===== src/rtl/pcont_iselctl.sv =====
// pcont_iselctl: instruction-select controller for the S-stage instruction
// register. Produces a one-hot ZERO/LOAD/HOLD select every cycle.
// It sequences pipeline holds, post-kill flush bubbles and fetch misses.
// It also tracks consecutive fetch misses with a sticky timeout flag.
//
// Handshake: none. The select is a pure combinational decode of the current
// inputs and state. The S-stage register acts on it at the next SYSCLK edge,
// which is also the edge on which every registered output here updates.
module pcont_iselctl #(
   parameter int KILL_BUBBLES = 2,
   parameter int MISS_LIMIT   = 255
) (
   input  logic       SYSCLK,
   input  logic       RESET_D2_R_N,
   input  logic       CLMI_RHOLD,
   input  logic       IF_VALID_I,
   input  logic       KILL_S_P,
   output logic [2:0] CLMI_SELINST_S_P,
   output logic       INST_VALID_S_R,
   output logic [7:0] MISS_CNT_R,
   output logic       MISS_TIMEOUT_R
);

   typedef enum logic {RUN = 1'b0, BUBBLE = 1'b1} state_t;

   localparam logic [2:0] SEL_ZERO  = 3'b001;
   localparam logic [2:0] SEL_LOAD  = 3'b010;
   localparam logic [2:0] SEL_HOLD  = 3'b100;
   // The kill cycle itself is bubble 1, so the counter covers the rest.
   localparam logic [2:0] BCNT_INIT = 3'(KILL_BUBBLES - 1);
   localparam logic [7:0] MISS_MAX  = 8'(MISS_LIMIT);

   state_t     state;
   state_t     state_nxt;
   logic [2:0] bcnt;
   logic [2:0] bcnt_nxt;
   logic       kpend;
   logic       kpend_nxt;
   logic       valid_nxt;
   logic [7:0] miss_nxt;
   logic       timeout_nxt;

   // Priority decode: hold, then kill (new or deferred), then bubble, then fetch.
   always_comb begin
      state_nxt        = state;
      bcnt_nxt         = bcnt;
      kpend_nxt        = kpend;
      valid_nxt        = INST_VALID_S_R;
      miss_nxt         = MISS_CNT_R;
      timeout_nxt      = MISS_TIMEOUT_R;
      CLMI_SELINST_S_P = SEL_ZERO;

      if (!RESET_D2_R_N) begin
         CLMI_SELINST_S_P = SEL_ZERO;
      end else if (CLMI_RHOLD) begin
         // Everything freezes; a kill seen now is remembered for later.
         CLMI_SELINST_S_P = SEL_HOLD;
         if (KILL_S_P) begin
            kpend_nxt = 1'b1;
         end
      end else if (KILL_S_P || kpend) begin
         CLMI_SELINST_S_P = SEL_ZERO;
         kpend_nxt        = 1'b0;
         valid_nxt        = 1'b0;
         miss_nxt         = 8'd0;
         if (KILL_BUBBLES > 1) begin
            bcnt_nxt  = BCNT_INIT;
            state_nxt = BUBBLE;
         end else begin
            bcnt_nxt  = 3'd0;
            state_nxt = RUN;
         end
      end else if (state == BUBBLE) begin
         // Fetch bus is ignored while flushing; miss count is left alone.
         CLMI_SELINST_S_P = SEL_ZERO;
         valid_nxt        = 1'b0;
         bcnt_nxt         = bcnt - 3'd1;
         if (bcnt == 3'd1) begin
            state_nxt = RUN;
         end
      end else if (IF_VALID_I) begin
         CLMI_SELINST_S_P = SEL_LOAD;
         valid_nxt        = 1'b1;
         miss_nxt         = 8'd0;
      end else begin
         CLMI_SELINST_S_P = SEL_ZERO;
         valid_nxt        = 1'b0;
         if (MISS_CNT_R >= MISS_MAX) begin
            miss_nxt = MISS_MAX;
         end else begin
            miss_nxt = MISS_CNT_R + 8'd1;
         end
         if (miss_nxt == MISS_MAX) begin
            timeout_nxt = 1'b1;
         end
      end
   end

   // State and output registers; reset is asynchronous so it also drops kpend.
   always_ff @(posedge SYSCLK or negedge RESET_D2_R_N) begin
      if (!RESET_D2_R_N) begin
         state          <= RUN;
         bcnt           <= 3'd0;
         kpend          <= 1'b0;
         INST_VALID_S_R <= 1'b0;
         MISS_CNT_R     <= 8'd0;
         MISS_TIMEOUT_R <= 1'b0;
      end else begin
         state          <= state_nxt;
         bcnt           <= bcnt_nxt;
         kpend          <= kpend_nxt;
         INST_VALID_S_R <= valid_nxt;
         MISS_CNT_R     <= miss_nxt;
         MISS_TIMEOUT_R <= timeout_nxt;
      end
   end

endmodule


===== config.mk =====
export PLATFORM = sky130hd
export DESIGN_NAME = pcont_iselctl
export DESIGN_NICKNAME = d
export VERILOG_FILES = /design/src/rtl/pcont_iselctl.sv
export SDC_FILE = /design/constraint.sdc
export NUM_CORES = 1
export LEC_CHECK = 0
export ABC_AREA = 1
export CAP_MARGIN = 20
export CORE_ASPECT_RATIO = 1.2
export CORE_MARGIN = 2
export CORE_UTILIZATION = 35
export CTS_CLUSTER_DIAMETER = 120
export DETAILED_ROUTE_END_ITERATION = 10
export SLEW_MARGIN = 20
export SYNTH_ARGS = -nofsm -noshare
export SYNTH_HDL_FRONTEND = slang
export SYNTH_SLANG_ARGS = --single-unit

===== constraint.sdc =====
create_clock -name SYSCLK -period 4 [get_ports SYSCLK]
set_clock_uncertainty 0.15 [all_clocks]
set_input_delay 0.4 -clock SYSCLK [delete_from_list [all_inputs] [get_ports SYSCLK]]
set_output_delay 0.4 -clock SYSCLK [all_outputs]
set_load 0.02 [all_outputs]

==> key figures, run 1 <==
Drt
  – Antenna-violating nets left: 0
  – DR vias: 802
  – Drt pass-1 iters: 4
  – Initial drt markers: 7
  – DR vias/cell: 4.609
  – Remaining DRCs: 0
  – WL final: 1.756 mm
  – Routed wire per std cell: 10.09 µm

STA
  – Normalized max-slew margin: 76.16%
  – Final setup viols: 0
  – Final Cycle Share: 64.42%
  – Setup TNS: 0 ns
  – Tmin final: 2.577 ns
  – RSZ-0062 raised after global routing: false
  – Hold WS: 0.2980 ns
  – Fmax: 0.3881 GHz
  – Max Slew Vio Count: 0
  – Worst Tran Pin Value: 0.3564 ns
  – Fin. Hold Viols: 0

Logic synthesis
  – Ys async rst share: 100.0%
  – Most frequent cell after synthesis: nand2_1
  – Top_reg_cell synth: dfrtp_1
  – Synth Cell Area: 889.6 µm²
  – Post-synth EDFFs: 0
  – Syn_nets: 128
  – Netlist cell types: 18
  – Post-synthesis sequential area ratio: 42.19%
  – Post-Syn Instances: 120
  – Warnings from Yosys: 0
  – #FFs+latches synth: 15
  – Mean post-synth cell area: 7.413 µm²
  – Most common library cells after synthesis: nand2_1 (30), inv_1 (20), o21ai_0 (17)
  – Yosys top cell area share: 42.19%
  – Post-synth top area cell: dfrtp_1
  – Largest cells by area after synthesis: dfrtp_1 (42%), nand2_1 (13%), o21ai_0 (9.6%)

Clocking
  – # hold bufs at CTS: 0
  – Htree depth: 1
  – Root buffer cell: clkbuf_4
  – CTS tree: yes
  – Clock Sinks: 15
  – Clock Latency Late Sink: 0.28 ns
  – Worst-path clk slew: 0.09 ns
  – CTS Buf Count: 3
  – # Post-CTS Setup Buffers: 0
  – Post_cts resized: 0
  – Maximum buffer depth of the clock tree: 2

Floorplanning
  – Cell row count: 20
  – Die H: 59.23 µm
  – Ports: 18
  – Core box area: 2477 µm²
  – Die X: 50.02 µm
  – Die area: 2962 µm²
  – Initial core utilization: 35.91%

Worst setup path
  – RR Endpoint: MISS_TIMEOUT_R$_DFFE_PN0P_
  – Worst R2R Start: MISS_CNT_R[0]$_DFFE_PN0P_
  – Worst R2R Setup Slack: 2.26 ns
  – Arrival @ worst endpoint: 2.03 ns
  – CP Class: in2out
  – CP startpoint: KILL_S_P
  – Critical Path End Type: primary output
  – Worst setup endpoint: CLMI_SELINST_S_P[1]
  – CP Launch Type: input port
  – Peak fanout along the critical path: 6
  – Worst endpoint required time: 3.45 ns
  – Worst r2r path cells: 9

Final layout
  – Core Util, Final: 45.51%
  – Fillcell total: 250
  – Area Growth Syn to Fin: 26.72%
  – Final Cell Area: 1127 µm²
  – Fin cells: 174
  – Share of layout cells above drive strength 1: 8.511%
  – Number of antenna diodes: 0
  – Net count, final: 150

GRT
  – First-pass GRT wire length: 3.194 mm
  – Largest net degree at the start of global routing: 21
  – Aggregate global routing overflow: 0
  – Vias in the first global route: 744
  – Antenna violations before repair: 0
  – Gr usage total: 14.22%

Pwr
  – P per Cell Area: 323.7 nW/µm²
  – Cell leakage power: 0.0005122 µW
  – Worst VDD drop: 203.9 µV

Place
  – Post-DP HPWL: 1.394 mm
  – RePlAce Congestion: 0.8411
  – Placed cell area: 1101 µm²
  – Placed cells: 170
  – IO Port Bufs: 17

Min path
  – Hold Crit Class: in2async

Outcome
  – Outcome: finished clean

Flow run
  – Max Cap Violations: 0
state kept, by name (all words and copies together) (netlist names):
signal          cells
state               1
MISS_CNT_R          8
kpend               1
bcnt                3
MISS_TIMEOUT_R      1
INST_VALID_S_R      1
cells by family after synthesis:
group           share of synthesized area [%]
simple gates                            29.25
buf+inv                                 10.13
compound gates                          13.22
flops                                   42.19
fa+ha+maj                               4.220
xor+xnor                               0.9847
cell usage in the layout, fill, tap and decap left out, types with 2 or more instances in the layout:
cell             synthesis  layout
nand2_2                  2       2
nor2_4                   2       2
nand3_1                  9       9
ha_1                     3       3
inv_2                    2       2
clkdlybuf4s50_1          0      17
clkbuf_4                 0       3
nand2_1                 30      30
nand4_1                  2       2
o21ai_0                 17      17
dfrtp_1                 15      15
nor2_1                   9       9
o22ai_1                  3       3
inv_1                   20      20
where the power goes:
part / leakage, µW / switching (µW) / internal, µW
clock: 0.0000150 / 48.9 / 38.7
sequential: 0.000195 / 18.1 / 173
combinational: 0.000303 / 50.1 / 35.8
layer usage:
metal | up-vias | global-route usage, % | wire length [µm]
li1 | 427 | - | -
met4 | 0 | 5.952 | 23
met5 | - | 0 | 0
met1 | 361 | 16.72 | 772
met3 | 4 | 3.030 | 52
met2 | 10 | 25.00 | 908
area by class of cell:
cell class / count / area [µm²] / area share [%]
clock buffers: 4 / 26.28 / 2.331
inverters: 22 / 82.58 / 7.325
multi-input cells: 82 / 424.2 / 37.62
flip-flops and latches: 15 / 375.4 / 33.30
well taps: 33 / 41.29 / 3.663
repair buffers: 18 / 177.7 / 15.76
per-stage QoR:
step                setup WS, ns  power, µW
floorplan                  2.342      248.7
global placement           1.433      278.4
detailed placement         1.416      281.7
CTS                        1.415      370.1
global route               1.310      394.3
finish                     1.423      365.0
worst min path at each step:
stage                                             to  slack (ns)
final                      MISS_CNT_R[5]$_DFFE_PN0P_        0.30
after global routing       MISS_CNT_R[5]$_DFFE_PN0P_        0.32
after CTS                  MISS_CNT_R[5]$_DFFE_PN0P_        0.31
after detailed placement  MISS_TIMEOUT_R$_DFFE_PN0P_        0.31
after global placement    MISS_TIMEOUT_R$_DFFE_PN0P_        0.30
after floorplan           INST_VALID_S_R$_DFFE_PN0P_       -0.05
critical path: stages:
cell and delay [ns]:
clkdlybuf4s50_1 0.44, nor2_4 0.17, nand2_2 0.11, nor2_1 0.13, nand2_1 0.08, nor2_1 0.09, clkdlybuf4s50_1 0.61
Power figures use the tool's default switching activity.
==> run 2, diff against run 1 <==
clock period = 2.6 ns   (was 4 ns; I/O delays follow)
==> run 2 against run 1 <==
Global-route usage up 0.67 points. Cell area unchanged. Critical path depth down 1. Setup slack worse by 1.1 ns. Core utilization unchanged. Worst hold slack worse by 0.21 ns. First-iteration DRC count up 57%. Critical path type is now reg2out. Critical endpoint unchanged. Largest cell class unchanged. Largest power group unchanged. Highest routed layer unchanged.
==> key figures, run 2 (same netlist as run 1, synthesis figures left out) <==
Outcome
  – Outcome: finished clean (unchanged)

STA
  – Final setup viols: 0 (unchanged)
  – Final Cycle Share: 88.56%
  – Normalized max-slew margin: 76.89% (was 76.16%)
  – Tmin final: 2.303 ns
  – Worst Tran Pin Value: 0.3455 ns (was 0.3564 ns)
  – Max Slew Vio Count: 0 (unchanged)
  – Fin. Hold Viols: 0 (unchanged)
  – Hold WS: 0.08643 ns (was 0.2980 ns)
  – Final WS setup: 0.2974 ns (was 1.423 ns)
  – RSZ-0062 raised after global routing: false (unchanged)
  – Fmax: 0.4343 GHz
  – Setup TNS: 0 ns (unchanged)

Worst setup path
  – RR Endpoint: MISS_TIMEOUT_R$_DFFE_PN0P_ (unchanged)
  – Slowest-stage cell, CP: clkdlybuf4s50_1 (unchanged)
  – Critical Path End Type: primary output (unchanged)
  – Worst r2r path cells: 9 (unchanged)
  – Peak fanout along the critical path: 6 (unchanged)
  – Worst setup endpoint: CLMI_SELINST_S_P[1] (unchanged)
  – Critical-path cell list: nor2_4 -> nand2_2 -> nor2_1 -> nand2_1 -> nor2_1 -> clkdlybuf4s50_1 (was clkdlybuf4s50_1 -> nor2_4 -> nand2_2 -> nor2_1 -> nand2_1 -> nor2_1 -> clkdlybuf4s50_1)
  – CP Class: reg2out (was in2out)
  – Arrival @ worst endpoint: 1.89 ns (was 2.03 ns)
  – CP Launch Type: flip-flop (was input port)
  – CP startpoint: kpend$_DFFE_PN0P_ (was KILL_S_P)
  – Worst R2R Start: MISS_CNT_R[1]$_DFFE_PN0P_ (was MISS_CNT_R[0]$_DFFE_PN0P_)
  – Worst R2R Setup Slack: 0.80 ns (was 2.26 ns)
  – Critical path's most frequent cell: nor2_1
  – Worst endpoint required time: 2.19 ns (was 3.45 ns)
  – Worst path max stage delay: 0.61 ns (about the same)

Final layout
  – Net count, final: 150 (unchanged)
  – Area Growth Syn to Fin: 26.72% (unchanged)
  – Share of layout cells above drive strength 1: 8.511% (unchanged)
  – Most common cell after layout, fill and taps aside: nand2_1 (unchanged)
  – Largest register FFs: 8 (unchanged)
  – Core Util, Final: 45.51% (unchanged)
  – Commonest non-fill, non-tap cells in the layout: nand2_1 (30), inv_1 (20), o21ai_0 (17), clkdlybuf4s50_1 (17), dfrtp_1 (15) (unchanged)
  – Largest regs: MISS_CNT_R: 8 flops, bcnt: 3 flops (unchanged)
  – Most flop-heavy register: MISS_CNT_R (unchanged)
  – Number of antenna diodes: 0 (unchanged)

Clocking
  – Clock Latency Late Sink: 0.28 ns (about the same)
  – CTS tree: yes (unchanged)
  – Root buffer cell: clkbuf_4 (unchanged)
  – Worst-path clk slew: 0.09 ns (about the same)
  – Htree depth: 1 (unchanged)
  – Maximum buffer depth of the clock tree: 2 (unchanged)
  – Post_cts resized: 0 (unchanged)
  – # hold bufs at CTS: 0 (unchanged)
  – Clock Sinks: 15 (unchanged)
  – # Post-CTS Setup Buffers: 0 (unchanged)
  – CTS Buf Count: 3 (unchanged)

GRT
  – GR peak layer: met2 (unchanged)
  – Met2 Use GR: 26.88% (was 25.00%)
  – Aggregate global routing overflow: 0 (unchanged)
  – Vias in the first global route: 793 (was 744)
  – First-pass GRT wire length: 3.339 mm (was 3.194 mm)
  – Largest net degree at the start of global routing: 15 (was 21)
  – Met1 usage: 16.77% (was 16.72%)
  – Gr usage total: 14.89% (was 14.22%)
  – Antenna violations before repair: 0 (unchanged)
  – GR Util met3: 2.273% (was 3.030%)

Place
  – Setup Slack @ Placement: 0.2849 ns (was 1.416 ns)
  – RePlAce Congestion: 0.8426 (was 0.8411)
  – IO Port Bufs: 17 (unchanged)
  – Post-DP HPWL: 1.460 mm (was 1.394 mm)

Floorplanning
  – Die H: 59.23 µm (unchanged)
  – Die X: 50.02 µm (unchanged)
  – Ports: 18 (unchanged)
  – Initial core utilization: 35.91% (unchanged)
  – Cell row count: 20 (unchanged)
  – Die area: 2962 µm² (unchanged)
  – Core box area: 2477 µm² (unchanged)

Pwr
  – Cell leakage power: 0.0005122 µW (unchanged)
  – P per Cell Area: 496.5 nW/µm² (was 323.7 nW/µm²)
  – Worst VDD drop: 299.5 µV (was 203.9 µV)

Flow run
  – Max Cap Violations: 0 (unchanged)

Drt
  – DR vias/cell: 4.753 (was 4.609)
  – Antenna-violating nets left: 0 (unchanged)
  – WL final: 1.866 mm (was 1.756 mm)
  – Initial drt markers: 11 (was 7)
  – Routed wire per std cell: 10.72 µm (was 10.09 µm)
  – Remaining DRCs: 0 (unchanged)
  – DR vias: 827 (was 802)
  – Drt pass-1 iters: 4 (unchanged)

Min path
  – Hold Crit Class: in2async (unchanged)
run 2: report_power, final:
group	leakage (µW)	switching, µW	total, µW	internal [µW]
clock network	0.0000150	74.6	134	59.5
registers	0.000195	25.9	292	267
logic	0.000303	78.6	133	54.5
run 2: worst min-delay path by stage:
stage          depth (start not counted)                        from                          to  slack [ns]
3_5_place_dp                           2  MISS_TIMEOUT_R$_DFFE_PN0P_  MISS_TIMEOUT_R$_DFFE_PN0P_        0.31
6_report                               1                RESET_D2_R_N  MISS_TIMEOUT_R$_DFFE_PN0P_        0.09
2_1_floorplan                          0                RESET_D2_R_N  INST_VALID_S_R$_DFFE_PN0P_       -0.19
3_3_place_gp                           2  MISS_TIMEOUT_R$_DFFE_PN0P_  MISS_TIMEOUT_R$_DFFE_PN0P_        0.30
5_1_grt                                1                RESET_D2_R_N  MISS_TIMEOUT_R$_DFFE_PN0P_        0.09
4_1_cts                                1                RESET_D2_R_N  MISS_TIMEOUT_R$_DFFE_PN0P_        0.09
run 2: area by class of cell:
cell class | count | area, µm²
multi-input cells | 82 | 424.2
clock buffers | 4 | 26.28
inverters | 22 | 82.58
fillers | 252 | 1350
well taps | 33 | 41.29
repair buffers | 18 | 177.7
flip-flops and latches | 15 | 375.4
run 2: worst max-delay path: cells and delay by family, from the launching register on:
kind,cells,cell delay [ns]
flip-flops,1,0.41
buffers and inverters,1,0.61
AND/OR/NAND/NOR,5,0.58
run 2: layer usage:
metal	up-vias	part of all wire (%)
li1	421	-
met1	388	42
met2	16	55
met4	0	0.64
met3	2	2.9
met5	-	0
run 2: through the flow:
step	power, µW	instance area [µm²]	cells
after floorplan	382.6	889.6	120
after global placement	428.3	1101	170
after detailed placement	434.6	1101	170
after CTS	573.1	1127	174
after global routing	606.7	1127	174
final	559.7	1127	174
==> run 3, diff against run 2 <==
clock period = 2.76 ns   (was 2.6 ns; I/O delays follow)
==> run 3 against run 2 <==
Cell count is the same. Sequential power shrank 5%. Cell area is the same. Count of clock-buffer cells in the layout is the same. Critical path depth grew 1. Die area is the same. Global-route usage is essentially flat. Via count grew 0.60%.
==> key figures, run 3 (same netlist as run 1, synthesis figures left out) <==
Outcome
  – Outcome: finished clean (unchanged)

Clocking
  – Maximum buffer depth of the clock tree: 2 (unchanged)
  – # hold bufs at CTS: 0 (unchanged)
  – CTS tree: yes (unchanged)
  – Clock Sinks: 15 (unchanged)
  – Worst-path clk slew: 0.08 ns (was 0.09 ns)
  – Clock Latency Late Sink: 0.28 ns (about the same)
  – Root buffer cell: clkbuf_4 (unchanged)
  – Htree depth: 1 (unchanged)
  – CTS Buf Count: 3 (unchanged)
  – # Post-CTS Setup Buffers: 0 (unchanged)
  – Post_cts resized: 0 (unchanged)

STA
  – Final Cycle Share: 84.88%
  – Fmax: 0.4269 GHz
  – Fin. Hold Viols: 0 (unchanged)
  – Setup TNS: 0 ns (unchanged)
  – Worst Tran Pin Value: 0.3350 ns (was 0.3455 ns)
  – Normalized max-slew margin: 77.59% (was 76.89%)
  – Tmin final: 2.343 ns
  – Hold WS: 0.1093 ns (was 0.08643 ns)
  – RSZ-0062 raised after global routing: false (unchanged)
  – Final setup viols: 0 (unchanged)
  – Max Slew Vio Count: 0 (unchanged)

Pwr
  – Cell leakage power: 0.0005122 µW (unchanged)
  – P_int: 358.4 µW (was 380.6 µW)
  – P per Cell Area: 467.0 nW/µm² (was 496.5 nW/µm²)
  – Reg power frac: 52.5% (was 52.3%)
  – Tot Pwr: 526.5 µW (was 559.7 µW)
  – Worst VDD drop: 305.3 µV (was 299.5 µV)
  – Sw Share: 31.92% (was 31.99%)
  – Clk pwr share: 23.7% (was 24.0%)
  – Comb power frac: 23.8% (about the same)
  – NetSw: 168.1 µW (was 179.0 µW)

Final layout
  – Fillcell total: 257 (was 252)
  – Area Growth Syn to Fin: 26.72% (unchanged)
  – Fin cells: 174 (unchanged)
  – Most common cell after layout, fill and taps aside: nand2_1 (unchanged)
  – Share of layout cells above drive strength 1: 8.511% (unchanged)
  – Most flop-heavy register: MISS_CNT_R (unchanged)
  – Number of antenna diodes: 0 (unchanged)
  – Commonest non-fill, non-tap cells in the layout: nand2_1 (30), inv_1 (20), o21ai_0 (17), clkdlybuf4s50_1 (17), dfrtp_1 (15) (unchanged)
  – Largest regs: MISS_CNT_R: 8 flops, bcnt: 3 flops (unchanged)
  – Largest register FFs: 8 (unchanged)
  – Net count, final: 150 (unchanged)

Floorplanning
  – Ports: 18 (unchanged)
  – Die X: 50.02 µm (unchanged)
  – Die area: 2962 µm² (unchanged)
  – Cell row count: 20 (unchanged)
  – Initial core utilization: 35.91% (unchanged)
  – Die H: 59.23 µm (unchanged)
  – Core box area: 2477 µm² (unchanged)

Place
  – IO Port Bufs: 17 (unchanged)
  – RePlAce Congestion: 0.8413 (was 0.8426)
  – Post-DP HPWL: 1.487 mm (was 1.460 mm)
  – Placed cells: 170 (unchanged)

Worst setup path
  – Critical-path cell list: clkdlybuf4s50_1 -> nor2_4 -> nand2_2 -> nor2_1 -> nand2_1 -> nor2_1 -> clkdlybuf4s50_1 (was nor2_4 -> nand2_2 -> nor2_1 -> nand2_1 -> nor2_1 -> clkdlybuf4s50_1)
  – Delay-heaviest family, CP: buffers and inverters (unchanged)
  – Worst R2R Start: MISS_CNT_R[1]$_DFFE_PN0P_ (unchanged)
  – Slowest-stage cell, CP: clkdlybuf4s50_1 (unchanged)
  – WP buf/inv: 2 (was 1)
  – Critical Path End Type: primary output (unchanged)
  – CP startpoint: KILL_S_P (was kpend$_DFFE_PN0P_)
  – Worst r2r path cells: 9 (unchanged)
  – CP Launch Type: input port (was flip-flop)
  – Arrival @ worst endpoint: 1.92 ns (was 1.89 ns)
  – CP Class: in2out (was reg2out)
  – Worst R2R Setup Slack: 1.01 ns (was 0.80 ns)
  – WP depth: 7 (was 6)
  – Peak fanout along the critical path: 6 (unchanged)
  – RR Endpoint: MISS_TIMEOUT_R$_DFFE_PN0P_ (unchanged)
  – Worst setup endpoint: CLMI_SELINST_S_P[1] (unchanged)
  – Worst endpoint required time: 2.33 ns (was 2.19 ns)
  – Worst path max stage delay: 0.61 ns (about the same)

GRT
  – Gr usage total: 14.90% (was 14.89%)
  – Largest net degree at the start of global routing: 15 (unchanged)
  – First-pass GRT wire length: 3.318 mm (was 3.339 mm)
  – Antenna violations before repair: 0 (unchanged)
  – Aggregate global routing overflow: 0 (unchanged)
  – Vias in the first global route: 796 (was 793)

Min path
  – Hold Crit Class: in2async (unchanged)

Drt
  – Remaining DRCs: 0 (unchanged)
  – Antenna-violating nets left: 0 (unchanged)
  – DR vias/cell: 4.782 (was 4.753)
  – Initial drt markers: 17 (was 11)
  – Routed wire per std cell: 10.75 µm (was 10.72 µm)
  – DR vias: 832 (was 827)
  – WL final: 1.871 mm (was 1.866 mm)
  – Drt pass-1 iters: 4 (unchanged)

Flow run
  – Max Cap Violations: 0 (unchanged)
## run 3: routing by layer
layer	vias to the layer above	global-route usage, %	routed length (µm)
met5	-	0	0
met4	0	8.333	12
met3	2	2.778	59
met2	10	26.69	989
met1	392	16.48	809
li1	428	-	-
## run 3: worst min-delay path by stage
stage	startpoint	to	slack, ns	cells past startpoint
final	RESET_D2_R_N	MISS_TIMEOUT_R$_DFFE_PN0P_	0.11	1
after global placement	MISS_TIMEOUT_R$_DFFE_PN0P_	MISS_TIMEOUT_R$_DFFE_PN0P_	0.30	2
after CTS	RESET_D2_R_N	MISS_TIMEOUT_R$_DFFE_PN0P_	0.11	1
after floorplan	RESET_D2_R_N	INST_VALID_S_R$_DFFE_PN0P_	-0.17	0
after global routing	RESET_D2_R_N	MISS_TIMEOUT_R$_DFFE_PN0P_	0.10	1
after detailed placement	MISS_TIMEOUT_R$_DFFE_PN0P_	MISS_TIMEOUT_R$_DFFE_PN0P_	0.31	2
## run 3: power groups by stage
stage / clock [µW] / combinational, µW / sequential (µW)
6_report: 125 / 125 / 276
5_1_grt: 145 / 147 / 282
4_1_cts: 130 / 129 / 277
3_5_place_dp: 0 / 128 / 281
3_3_place_gp: 0 / 124 / 279
2_1_floorplan: 0 / 79.3 / 281
## run 3: through the flow
stage | setup slack (ns) | utilization (%) | cell area (µm²)
after detailed placement | 0.4017 | 44.44 | 1101
after global placement | 0.4292 | 44.44 | 1101
final | 0.4174 | 45.51 | 1127
after global routing | 0.2884 | 45.51 | 1127
after floorplan | 1.137 | - | 889.6
after CTS | 0.3995 | 45.51 | 1127
## run 3: area by class of cell
class	instances	area, µm²	share of cell area (%)
Clock buffer	4	26.28	2.331
Tap cell	33	41.29	3.663
Multi-Input combinational cell	82	424.2	37.62
Inverter	22	82.58	7.325
Timing Repair Buffer	18	177.7	15.76
Sequential cell	15	375.4	33.30
